**src/rtl/spi_regbank_if.sv**
```systemverilog
// rtl/spi_regbank_if.sv - SPI pin and channel-bus bundle for spi_regbank
// Signals: SCK/SSEL/MOSI/MISO SPI pins; rd_data flattened channel read bus (channel i at [i*DW +: DW]);
//          wr_data write payload; pwm_wen/quad_wen one-hot write strobes; frame_err reject pulse.
// Modports: slave (the register bank), master (SPI host plus channel arrays).
interface spi_regbank_if #(
   parameter int NCH = 8,
   parameter int DW  = 16
);
   logic              SCK;
   logic              SSEL;
   logic              MOSI;
   logic              MISO;
   logic [NCH*DW-1:0] rd_data;
   logic [DW-1:0]     wr_data;
   logic [NCH-1:0]    pwm_wen;
   logic [NCH-1:0]    quad_wen;
   logic              frame_err;

   modport slave (
      input  SCK, SSEL, MOSI, rd_data,
      output MISO, wr_data, pwm_wen, quad_wen, frame_err
   );

   modport master (
      output SCK, SSEL, MOSI, rd_data,
      input  MISO, wr_data, pwm_wen, quad_wen, frame_err
   );
endinterface

```
**src/rtl/spi_regbank.sv**
```systemverilog
// rtl/spi_regbank.sv - SPI mode-0 slave register front end for the PWM/quadrature channel arrays
// Ports: CLK system clock; RST asynchronous active-low reset;
//        bus (spi_regbank_if.slave): SPI pins in, registered MISO out, channel read bus in,
//        wr_data payload, pwm_wen/quad_wen one-cycle one-hot strobes, frame_err reject pulse.
module spi_regbank #(
   parameter int          NCH       = 8,
   parameter int          DW        = 16,
   parameter logic [15:0] SERIAL_ID = 16'hAABB
) (
   input logic          CLK,
   input logic          RST,
   spi_regbank_if.slave bus
);
   localparam int              FRAME_BITS = 8 + DW;
   localparam int              CW         = $clog2(FRAME_BITS + 2);
   localparam int              DBW        = $clog2(DW);
   localparam logic [CW-1:0]   CNT_FRAME  = CW'(FRAME_BITS);
   localparam logic [CW-1:0]   CNT_MAX    = CW'(FRAME_BITS + 1);
   localparam logic [CW-1:0]   CNT_CMD    = CW'(7);
   localparam logic [DBW-1:0]  DBIT_LAST  = DBW'(DW - 1);
   localparam logic [5:0]      ADDR_STAT  = 6'h3E;
   localparam logic [5:0]      ADDR_ID    = 6'h3F;
   localparam logic [5:0]      LAST_CH    = 6'(NCH - 1);

   typedef enum logic [1:0] {IDLE, CMD, DATA, DRAIN} state_t;
   state_t state_q, state_d;

   logic [1:0]     sck_sync, ssel_sync, mosi_sync;
   logic           sck_q, ssel_q;
   logic           sck_s, ssel_s, mosi_s;
   logic           sck_rise, sck_fall, ssel_rise, ssel_fall;

   logic [CW-1:0]  bit_cnt;
   logic [DBW-1:0] dbit;
   logic [6:0]     cmd_sh;
   logic           is_wr, tgt_quad;
   logic [5:0]     addr, cmd_addr, next_addr;
   logic [DW-1:0]  in_sh, out_sh, word_hold;
   logic [7:0]     err_cnt;
   logic           miso_q, err_q;
   logic [DW-1:0]  wr_data_q;
   logic [NCH-1:0] pwm_q, quad_q;

   // Synchronisers reset to "SSEL active" so that releasing reset with SSEL low
   // never looks like a fresh falling edge; IDLE then falls through to DRAIN.
   always_ff @(posedge CLK or negedge RST) begin
      if (!RST) begin
         sck_sync  <= '0;
         ssel_sync <= '0;
         mosi_sync <= '0;
         sck_q     <= 1'b0;
         ssel_q    <= 1'b0;
      end else begin
         sck_sync  <= {sck_sync[0], bus.SCK};
         ssel_sync <= {ssel_sync[0], bus.SSEL};
         mosi_sync <= {mosi_sync[0], bus.MOSI};
         sck_q     <= sck_sync[1];
         ssel_q    <= ssel_sync[1];
      end
   end

   assign sck_s     = sck_sync[1];
   assign ssel_s    = ssel_sync[1];
   assign mosi_s    = mosi_sync[1];
   assign sck_rise  = sck_s & ~sck_q;
   assign sck_fall  = ~sck_s & sck_q;
   assign ssel_rise = ssel_s & ~ssel_q;
   assign ssel_fall = ~ssel_s & ssel_q;

   // Address as it will be once the 8th bit is shifted in.
   assign cmd_addr  = {cmd_sh[4:0], mosi_s};
   assign next_addr = (addr == LAST_CH) ? 6'd0 : addr + 6'd1;

   function automatic logic [DW-1:0] read_word(input logic [5:0] a, input logic [7:0] cnt,
                                                input logic [NCH*DW-1:0] rd);
      logic [DW-1:0] w;
      w = '0;
      if (a == ADDR_ID) begin
         w = DW'(SERIAL_ID);
      end else if (a == ADDR_STAT) begin
         w = DW'(cnt);
      end else begin
         for (int i = 0; i < NCH; i++) begin
            if (int'(a) == i) w = rd[i*DW +: DW];
         end
      end
      return w;
   endfunction

   always_ff @(posedge CLK or negedge RST) begin
      if (!RST) state_q <= IDLE;
      else      state_q <= state_d;
   end

   always_comb begin
      state_d = state_q;
      case (state_q)
         IDLE: begin
            if (ssel_fall)   state_d = CMD;
            else if (!ssel_s) state_d = DRAIN;
         end
         CMD: begin
            if (ssel_rise)                          state_d = IDLE;
            else if (sck_rise && bit_cnt == CNT_CMD) state_d = DATA;
         end
         DATA:    if (ssel_rise) state_d = IDLE;
         DRAIN:   if (ssel_s)    state_d = IDLE;
         default: state_d = IDLE;
      endcase
   end

   always_ff @(posedge CLK or negedge RST) begin
      if (!RST) begin
         bit_cnt   <= '0;
         dbit      <= '0;
         cmd_sh    <= '0;
         is_wr     <= 1'b0;
         tgt_quad  <= 1'b0;
         addr      <= '0;
         in_sh     <= '0;
         out_sh    <= '0;
         word_hold <= '0;
         err_cnt   <= '0;
         miso_q    <= 1'b0;
         err_q     <= 1'b0;
         wr_data_q <= '0;
         pwm_q     <= '0;
         quad_q    <= '0;
      end else begin
         pwm_q  <= '0;
         quad_q <= '0;
         err_q  <= 1'b0;
         case (state_q)
            IDLE, DRAIN: begin
               miso_q <= 1'b0;
               if (state_q == IDLE && ssel_fall) begin
                  bit_cnt <= '0;
                  cmd_sh  <= '0;
                  in_sh   <= '0;
               end
            end
            CMD: begin
               if (!ssel_rise && sck_rise) begin
                  bit_cnt <= bit_cnt + CW'(1);
                  cmd_sh  <= {cmd_sh[5:0], mosi_s};
                  if (bit_cnt == CNT_CMD) begin
                     is_wr    <= cmd_sh[6];
                     tgt_quad <= cmd_sh[5];
                     addr     <= cmd_addr;
                     dbit     <= '0;
                     if (!cmd_sh[6]) begin
                        out_sh    <= read_word(cmd_addr, err_cnt, bus.rd_data);
                        word_hold <= read_word(cmd_addr, err_cnt, bus.rd_data);
                        if (cmd_addr == ADDR_STAT) err_cnt <= '0;
                     end
                  end
               end
            end
            DATA: begin
               if (ssel_rise) begin
                  miso_q <= 1'b0;
                  if (is_wr) begin
                     if (bit_cnt == CNT_FRAME && int'(addr) < NCH) begin
                        wr_data_q <= in_sh;
                        if (tgt_quad) quad_q <= NCH'(1) << addr;
                        else          pwm_q  <= NCH'(1) << addr;
                     end else begin
                        err_q <= 1'b1;
                        if (err_cnt != 8'hFF) err_cnt <= err_cnt + 8'd1;
                     end
                  end
               end else begin
                  if (sck_rise) begin
                     if (bit_cnt != CNT_MAX) bit_cnt <= bit_cnt + CW'(1);
                     if (is_wr) begin
                        in_sh <= {in_sh[DW-2:0], mosi_s};
                     end else if (dbit == DBIT_LAST) begin
                        // Word boundary: channel reads step to the next channel,
                        // ID/status reads replay the word captured at command time.
                        dbit <= '0;
                        if (int'(addr) < NCH) begin
                           addr   <= next_addr;
                           out_sh <= read_word(next_addr, err_cnt, bus.rd_data);
                        end else begin
                           out_sh <= word_hold;
                        end
                     end else begin
                        dbit <= dbit + DBW'(1);
                     end
                  end
                  if (sck_fall && !is_wr) begin
                     miso_q <= out_sh[DW-1];
                     out_sh <= {out_sh[DW-2:0], 1'b0};
                  end
               end
            end
            default: ;
         endcase
      end
   end

   assign bus.MISO      = miso_q;
   assign bus.wr_data   = wr_data_q;
   assign bus.pwm_wen   = pwm_q;
   assign bus.quad_wen  = quad_q;
   assign bus.frame_err = err_q;
endmodule
```
**src/flat_wrapper.sv**
```systemverilog
// flat-port wrapper written by rule: the top's interface ports become plain ports
module spi_regbank_flat 
#(
   parameter int          NCH       = 8,
   parameter int          DW        = 16,
   parameter logic [15:0] SERIAL_ID = 16'hAABB
)
  (CLK, RST, bus_SCK, bus_SSEL, bus_MOSI, bus_rd_data, bus_MISO, bus_wr_data, bus_pwm_wen, bus_quad_wen, bus_frame_err);
  spi_regbank_if #(.NCH(NCH), .DW(DW)) bus_i ();
  input logic CLK;
  input logic RST;
  input wire logic [$bits(bus_i.SCK)-1:0] bus_SCK;
  input wire logic [$bits(bus_i.SSEL)-1:0] bus_SSEL;
  input wire logic [$bits(bus_i.MOSI)-1:0] bus_MOSI;
  input wire logic [$bits(bus_i.rd_data)-1:0] bus_rd_data;
  output wire logic [$bits(bus_i.MISO)-1:0] bus_MISO;
  output wire logic [$bits(bus_i.wr_data)-1:0] bus_wr_data;
  output wire logic [$bits(bus_i.pwm_wen)-1:0] bus_pwm_wen;
  output wire logic [$bits(bus_i.quad_wen)-1:0] bus_quad_wen;
  output wire logic [$bits(bus_i.frame_err)-1:0] bus_frame_err;
  assign bus_i.SCK = bus_SCK;
  assign bus_i.SSEL = bus_SSEL;
  assign bus_i.MOSI = bus_MOSI;
  assign bus_i.rd_data = bus_rd_data;
  assign bus_MISO = bus_i.MISO;
  assign bus_wr_data = bus_i.wr_data;
  assign bus_pwm_wen = bus_i.pwm_wen;
  assign bus_quad_wen = bus_i.quad_wen;
  assign bus_frame_err = bus_i.frame_err;
  spi_regbank #(.NCH(NCH), .DW(DW), .SERIAL_ID(SERIAL_ID)) u_core (.CLK(CLK), .RST(RST), .bus(bus_i));
endmodule
```
**config.mk**
```make
export PLATFORM = sky130hd
export DESIGN_NAME = spi_regbank_flat
export DESIGN_NICKNAME = d
export VERILOG_FILES = /design/src/rtl/spi_regbank_if.sv /design/src/rtl/spi_regbank.sv /design/src/flat_wrapper.sv
export SDC_FILE = /design/constraint.sdc
export NUM_CORES = 1
export LEC_CHECK = 0
export CAP_MARGIN = 20
export CORE_MARGIN = 2
export CORE_UTILIZATION = 45
export DETAILED_ROUTE_END_ITERATION = 10
export PLACE_DENSITY = 0.76
export SETUP_SLACK_MARGIN = 0.2
export SLEW_MARGIN = 5
export SYNTH_ARGS = -nofsm -noshare
export SYNTH_HDL_FRONTEND = slang
export SYNTH_SLANG_ARGS = --single-unit
```
**constraint.sdc**
```tcl
create_clock -name CLK -period 2.6 [get_ports CLK]
set_input_delay 0.39 -clock CLK [delete_from_list [all_inputs] [get_ports CLK]]
set_output_delay 0.39 -clock CLK [all_outputs]
set_load 0.03 [all_outputs]
```
### Word-level counts from Yosys, hierarchy flattened

Index checks and enable logic that the tools add are counted.

| cells by class | value |
|---|---|
| add/sub/neg operators | 4 |
| multipliers | 0 |
| divide/modulo/power cells | 0 |
| magnitude comparators | 1 |
| equality and inequality tests | 49 |
| shifts and indexed selects | 1 |
| muxes and demuxes | 93 |
| bitwise operators | 9 |
| reductions and logical operators | 26 |

Operators by type and width:

| cell | number |
|---|---|
| two-way mux 16 bit | 33 |
| two-way mux 8 bit | 18 |
| one-hot mux 16 bit (2 select lines) | 2 |
| equality test 6 x 4 -> 1 bit (second input constant) | 8 |
| two-way mux 6 bit | 8 |
| equality test 6 x 3 -> 1 bit (second input constant) | 5 |
| two-way mux 5 bit | 5 |
| equality test 6 bit (second input constant) | 4 |
| two-way mux 4 bit | 6 |
| inequality test 2 x 1 -> 1 bit (second input constant) | 12 |
| one-hot mux 8 bit (2 select lines) | 1 |
| AND reduction 8 bit | 2 |
| one-hot mux 5 bit (3 select lines) | 1 |
| two-way mux 7 bit | 2 |
| one-hot mux 7 bit (2 select lines) | 1 |
| equality test 6 x 2 -> 1 bit (second input constant) | 2 |
| logical NOT 6 bit | 2 |
| two-way mux 2 bit | 6 |
| inequality test 3 x 1 -> 1 bit (second input constant) | 4 |
| one-hot mux 6 bit (2 select lines) | 1 |
| AND reduction 4 bit | 3 |
| AND reduction 5 bit | 2 |
| AND reduction 9 bit | 1 |
| adder 8 x 1 -> 8 bit (second input constant) | 1 |
| 28 further kinds | 53 |

| word-level totals | value |
|---|---|
| bits in registers | 124 |
| latch bits | 0 |
| RAM bits | 0 |
| ROM bits | 0 |
| input bits | 133 |
| output and inout bits | 34 |
| logic and storage cells | 204 |
| memories | 0 |

### Depth between registers and ports, before layout

| depth | value |
|---|---|
| depth after elaboration | 20 |
| depth in mapped cells | 12 |
| mapped depth without buffers | 8 |

### Worst setup path before layout

No wires, ideal clock.

| timing | value |
|---|---|
| path type | register to register |
| start | register u_core.addr[1] |
| end | register u_core.out_sh[11] |
| setup time | 0.080 ns |
| arrival time | 2.498 ns |
| required time | 2.520 ns |
| path slack | 0.022 ns |
| cell stages (with the launch flop) | 11 |
| buffers on the path | 2 |
| clock period less this slack | 2.578 ns |
| cells stage by stage | dfrtp_1 -> clkbuf_1 -> inv_1 -> ha_1 -> buf_2 -> and3_4 -> a311o_1 -> a31oi_4 -> o221ai_1 -> or4b_1 -> o211ai_2 |

| between the ends | value |
|---|---|
| word-level cells in the longest chain between the ends | 20 |
| elaborated cells between the ends (all ways) | 31 |
| classes of those cells | add/sub (1); order compare (1); eq/ne (10); mux (18); reduce/logical (1) |

Ends and longest elaborated chain:

| what | RTL line | source |
|---|---|---|
| start: declaration | spi_regbank.sv:37 | `logic [5:0] addr, cmd_addr, next_addr;` |
| start signal: assignment | spi_regbank.sv:149 | `addr <= cmd_addr;` |
| start signal: assignment | spi_regbank.sv:182 | `addr <= next_addr;` |
| adder 6 x 1 -> 6 bit or equality test 6 x 3 -> 1 bit (tied branches) | spi_regbank.sv:72 | `assign next_addr = (addr == LAST_CH) ? 6'd0 : addr + 6'd1;` |
| two-way mux 6 bit | spi_regbank.sv:72 |  |
| logical NOT 6 bit | spi_regbank.sv:84 | `if (int'(a) == i) w = rd[i*DW +: DW];` |
| two-way mux 16 bit (8 in series) | spi_regbank.sv:84 |  |
| two-way mux 16 bit | spi_regbank.sv:80 | `end else if (a == ADDR_STAT) begin` |
| two-way mux 16 bit | spi_regbank.sv:78 | `if (a == ADDR_ID) begin` |
| two-way mux 16 bit * | spi_regbank.sv:181 | `if (int'(addr) < NCH) begin` |
| two-way mux 16 bit * | spi_regbank.sv:177 | `end else if (dbit == DBIT_LAST) begin` |
| two-way mux 16 bit * | spi_regbank.sv:175 | `if (is_wr) begin` |
| two-way mux 16 bit * | spi_regbank.sv:173 | `if (sck_rise) begin` |
| two-way mux 16 bit * | spi_regbank.sv:191 | `if (sck_fall && !is_wr) begin` |
| two-way mux 16 bit * | spi_regbank.sv:160 | `if (ssel_rise) begin` |
| one-hot mux 16 bit (2 select lines) * | spi_regbank.sv:133 | `case (state_q)` |
| end signal: assignment | spi_regbank.sv:183 | `out_sh <= read_word(next_addr, err_cnt, bus.rd_data);` |
| end signal: assignment | spi_regbank.sv:185 | `out_sh <= word_hold;` |
| end signal: assignment | spi_regbank.sv:193 | `out_sh <= {out_sh[DW-2:0], 1'b0};` |
| end: declaration | spi_regbank.sv:38 | `logic [DW-1:0] in_sh, out_sh, word_hold;` |

Mark *: on every way between the ends. The rest lies on a longest branch, timed or not. The select of a mux whose other input is x is not followed.
A chain may end at the register's enable or synchronous reset.

### Final worst setup path

| timing | value |
|---|---|
| start | register u_core.addr[1] |
| end | register u_core.out_sh[10] |

Same word-level chain as after synthesis.

==> results.ini <==
[power_and_ir_drop]
power.static_leakage_nw=4.65
clock_power_share=0.223
power_frac_seq=0.233
p_sw_frac=0.432
pwr_density_cell_mw_per_mm2=933
cellInternalPower_w=0.00607
share_comb_of_total_power=0.544
vdd.ir_drop.worst_v=0.000606
net_switching_power_w=0.00463

[cts]
tritoncts_sinks=124
cts_made_buffers=17
clock_path_buffers=2
clk_pin_slew_worst_paths_ps=60
cts_tree=done
htree_levels=4
cts_root_buf=sky130_fd_sc_hd__clkbuf_16
clk_latency_ps=430

[synthesis]
synth.net_count=1104
synthTopCellsByArea=sky130_fd_sc_hd__dfrtp_1 (37%), sky130_fd_sc_hd__mux4_2 (7.3%), sky130_fd_sc_hd__nand2_1 (7.1%), sky130_fd_sc_hd__o21ai_0 (5.5%), sky130_fd_sc_hd__a21oi_1 (3.2%)
dominantRegCellSynth=sky130_fd_sc_hd__dfrtp_1
synth.yosys.warnings=0
postSynth.asyncResetShare=1.00
synth_area_leader_cell=sky130_fd_sc_hd__dfrtp_1
post_synth_inst_count=956
syn_area_per_cell_um2=8.75
synth_area_mm2=0.00837
top_area_cell_type_share_of_the_netlist_area=0.371
ys_seq_area_frac=0.371
synth_cell_types=75
ys_seq_elements=124
synth-edff-count=0

[grt]
gr-total-overflow=0
antenna_found_initial=0
grtUsageTotal=0.307
first_global_vias=8921
first_pass_grt_wire_length_mm=47.5
maximum_number_of_pins_on_one_net_before_global_route_repair=47

[timing]
unrepaired_setup_endpoints_after_global_routing=true
timing.max_slew.rel_slack=0.510
timing_max_transition_violations_final=0
finalClockSkew_ps=11.5
tightest_slew_ps=733
report.final.setup_viol=0
hold_slack_ps=348
max_fclk_mhz=422
final.period_utilization=0.911
fin_tns_setup_ps=0
timing_hold_violations_final=0
layout_min_cycle_time_ps=2370

[route]
detail_route.first_pass.iterations=7
wl_per_cell_um=21.6
average_via_count_per_standard_cell=6.40
route.antenna.remaining_nets=0
detail_route.wirelength_mm=30.1
first_iter_violations=1003
post-route-drc-count=0
dr_total_vias=8895

[finish]
layout.cells.most_common=sky130_fd_sc_hd__clkdlybuf4s50_1
layout-drive-gt1-share=0.168
register_cell_area_after_layout_mm2=0.00311
multi_input_area_mm2=0.00503
mostFrequentLayoutCells=sky130_fd_sc_hd__clkdlybuf4s50_1 (165), sky130_fd_sc_hd__nand2_1 (156), sky130_fd_sc_hd__dfrtp_1 (122)
layout.nets=1295
n_fill_cell=1470
antenna_cells_inserted=0
areaGrowthSynthToFinish_pct=37.0

[setup_path]
crit_type=flip-flop to flip-flop
worstSetupEndpointType=flip-flop
worst_setup_path_start_kind=flip-flop
critical_path_data_required_time_ps=2940
worstPathArrival_ps=2710
worstPathMaxFanout=7

[floorplanning]
io_pins=167
initial_core_util=0.463
die_height_um=140
die_w_um=140
fp.dieArea_mm2=0.0197
core_region_area_mm2=0.0181
rows=49

[placed_design]
dpl.hpwl_mm=21.8
portBuffers=166
gpl.final_weighted_congestion=0.973

[status]
run_status=complete, no violations

[job]
cap_viol_max_count=0

[worst_hold_path]
hold_path.class=flip-flop to flip-flop

-- layout make-up --
cell class,instances,share of cell area
inverter,19,0.00655
sequential,124,0.271
clock inverter,13,0.0122
multi-input combinational,741,0.438
timing repair buffer,244,0.207
tap,229,0.0250
clock buffer,19,0.0395
-- path summary, 6_finish.rpt --
check / startpoint / end / slack [ps] / cells after the start
setup / recovery: u_core.addr[1] / u_core.out_sh[10] / 230 / 10
hold / removal: u_core.sck_sync[0] / u_core.sck_sync[1] / 350 / 0
max in group asynchronous: RST / u_core.out_sh[14] / 1380 / 3
min in group asynchronous: RST / u_core.bus.quad_wen[4] / 530 / 2
setup reg to reg: u_core.addr[1] / u_core.out_sh[10] / 230 / 10
hold reg to reg: u_core.sck_sync[0] / u_core.sck_sync[1] / 350 / 0
-- logic make-up after synthesis --
family | count (synthesis) | synth area share
AOI/OAI and AO/OA | 314 | 0.251
xor gates and xnor gates | 5 | 0.00523
adders and majority gates | 15 | 0.0224
buffers and inverters | 91 | 0.0453
DFF | 124 | 0.371
muxes | 58 | 0.113
and+or+nand+nor | 349 | 0.192
-- flip-flops by register name (all words and copies together) (netlist names), 2 cells and up --
register / count
u_core.bit_cnt: 5
u_core.word_hold: 16
u_core.mosi_sync: 2
u_core.err_cnt: 8
u_core.cmd_sh: 7
u_core.in_sh: 16
u_core.ssel_sync: 2
u_core.out_sh: 16
u_core.state_q: 2
u_core.bus.quad_wen: 8
u_core.bus.wr_data: 16
u_core.sck_sync: 2
u_core.bus.pwm_wen: 8
u_core.dbit: 4
u_core.addr: 6
-- routing by layer --
| layer | track usage | part of all wire | vias to the layer above |
|---|---|---|---|
| li1 | - | - | 3949 |
| met1 | 0.390 | 0.38 | 4233 |
| met2 | 0.489 | 0.46 | 578 |
| met3 | 0.0602 | 0.092 | 135 |
| met4 | 0.177 | 0.059 | 0 |
| met5 | 0 | 0 | - |
-- per-stage QoR --
| step | setup slack, ps | total power [W] | utilization | std cells | cell area [um^2] |
|---|---|---|---|---|---|
| floorplan | 203 | 0.00580 | - | 956 | 8380 |
| global placement | 117 | 0.00764 | 0.586 | 1344 | 10600 |
| detailed placement | 70.9 | 0.00771 | 0.586 | 1344 | 10600 |
| CTS | 205 | 0.0102 | 0.622 | 1381 | 11200 |
| global route | 146 | 0.0113 | 0.634 | 1389 | 11500 |
| finish | 232 | 0.0107 | 0.634 | 1389 | 11500 |
-- critical path, stage by stage, from the launching register on --
cell and delay, ps:
sky130_fd_sc_hd__dfrtp_1 390, sky130_fd_sc_hd__ha_1 270, sky130_fd_sc_hd__buf_4 180, sky130_fd_sc_hd__nor2b_1 140, sky130_fd_sc_hd__nor3_2 350, sky130_fd_sc_hd__buf_4 180
sky130_fd_sc_hd__buf_4 100, sky130_fd_sc_hd__o211ai_1 120, sky130_fd_sc_hd__a22oi_1 220, sky130_fd_sc_hd__o22ai_1 130, sky130_fd_sc_hd__a22oi_1 200
-- what timing repair did --
item	4_1_cts	5_1_grt
cloned	0	1
setup buffers	4	7
hold endpoints to repair	25	0
hold buffers	1	0
setup endpoints to repair	14	25
pin swaps	2	4
gates resized for setup	2	31
-- cell usage after synthesis, drive strengths merged (3+ instances only) --
cell type,count
a211oi,13
clkbuf,50
a221oi,5
a21oi,53
o211ai,20
nand3,28
ha,15
xor2,5
mux2,22
nand2,158
inv,18
nand4,7
o21a,12
or3,8
a2bb2oi,3
a21o,4
o31a,4
o221ai,4
a32oi,3
mux4,27
nor3b,3
and4,4
mux2i,9
dfrtp,124
a221o,5
nor2b,11
a22o,11
a31oi,9
a22oi,19
nand2b,7
o31ai,8
or2,3
o21ai,93
nand3b,6
o2111ai,6
and3,10
a311oi,3
buf,22
and2,7
nor2,70
nor3,19
o311ai,3
o22ai,14
-- power by group through the flow --
stage	combinational [W]	sequential (W)	clock [W]
global placement	0.00515	0.00249	0
floorplan	0.00340	0.00240	0
detailed placement	0.00521	0.00250	0
CTS	0.00527	0.00247	0.00241
global route	0.00625	0.00253	0.00249
finish	0.00581	0.00250	0.00239
(Power assumes the default switching activity.)
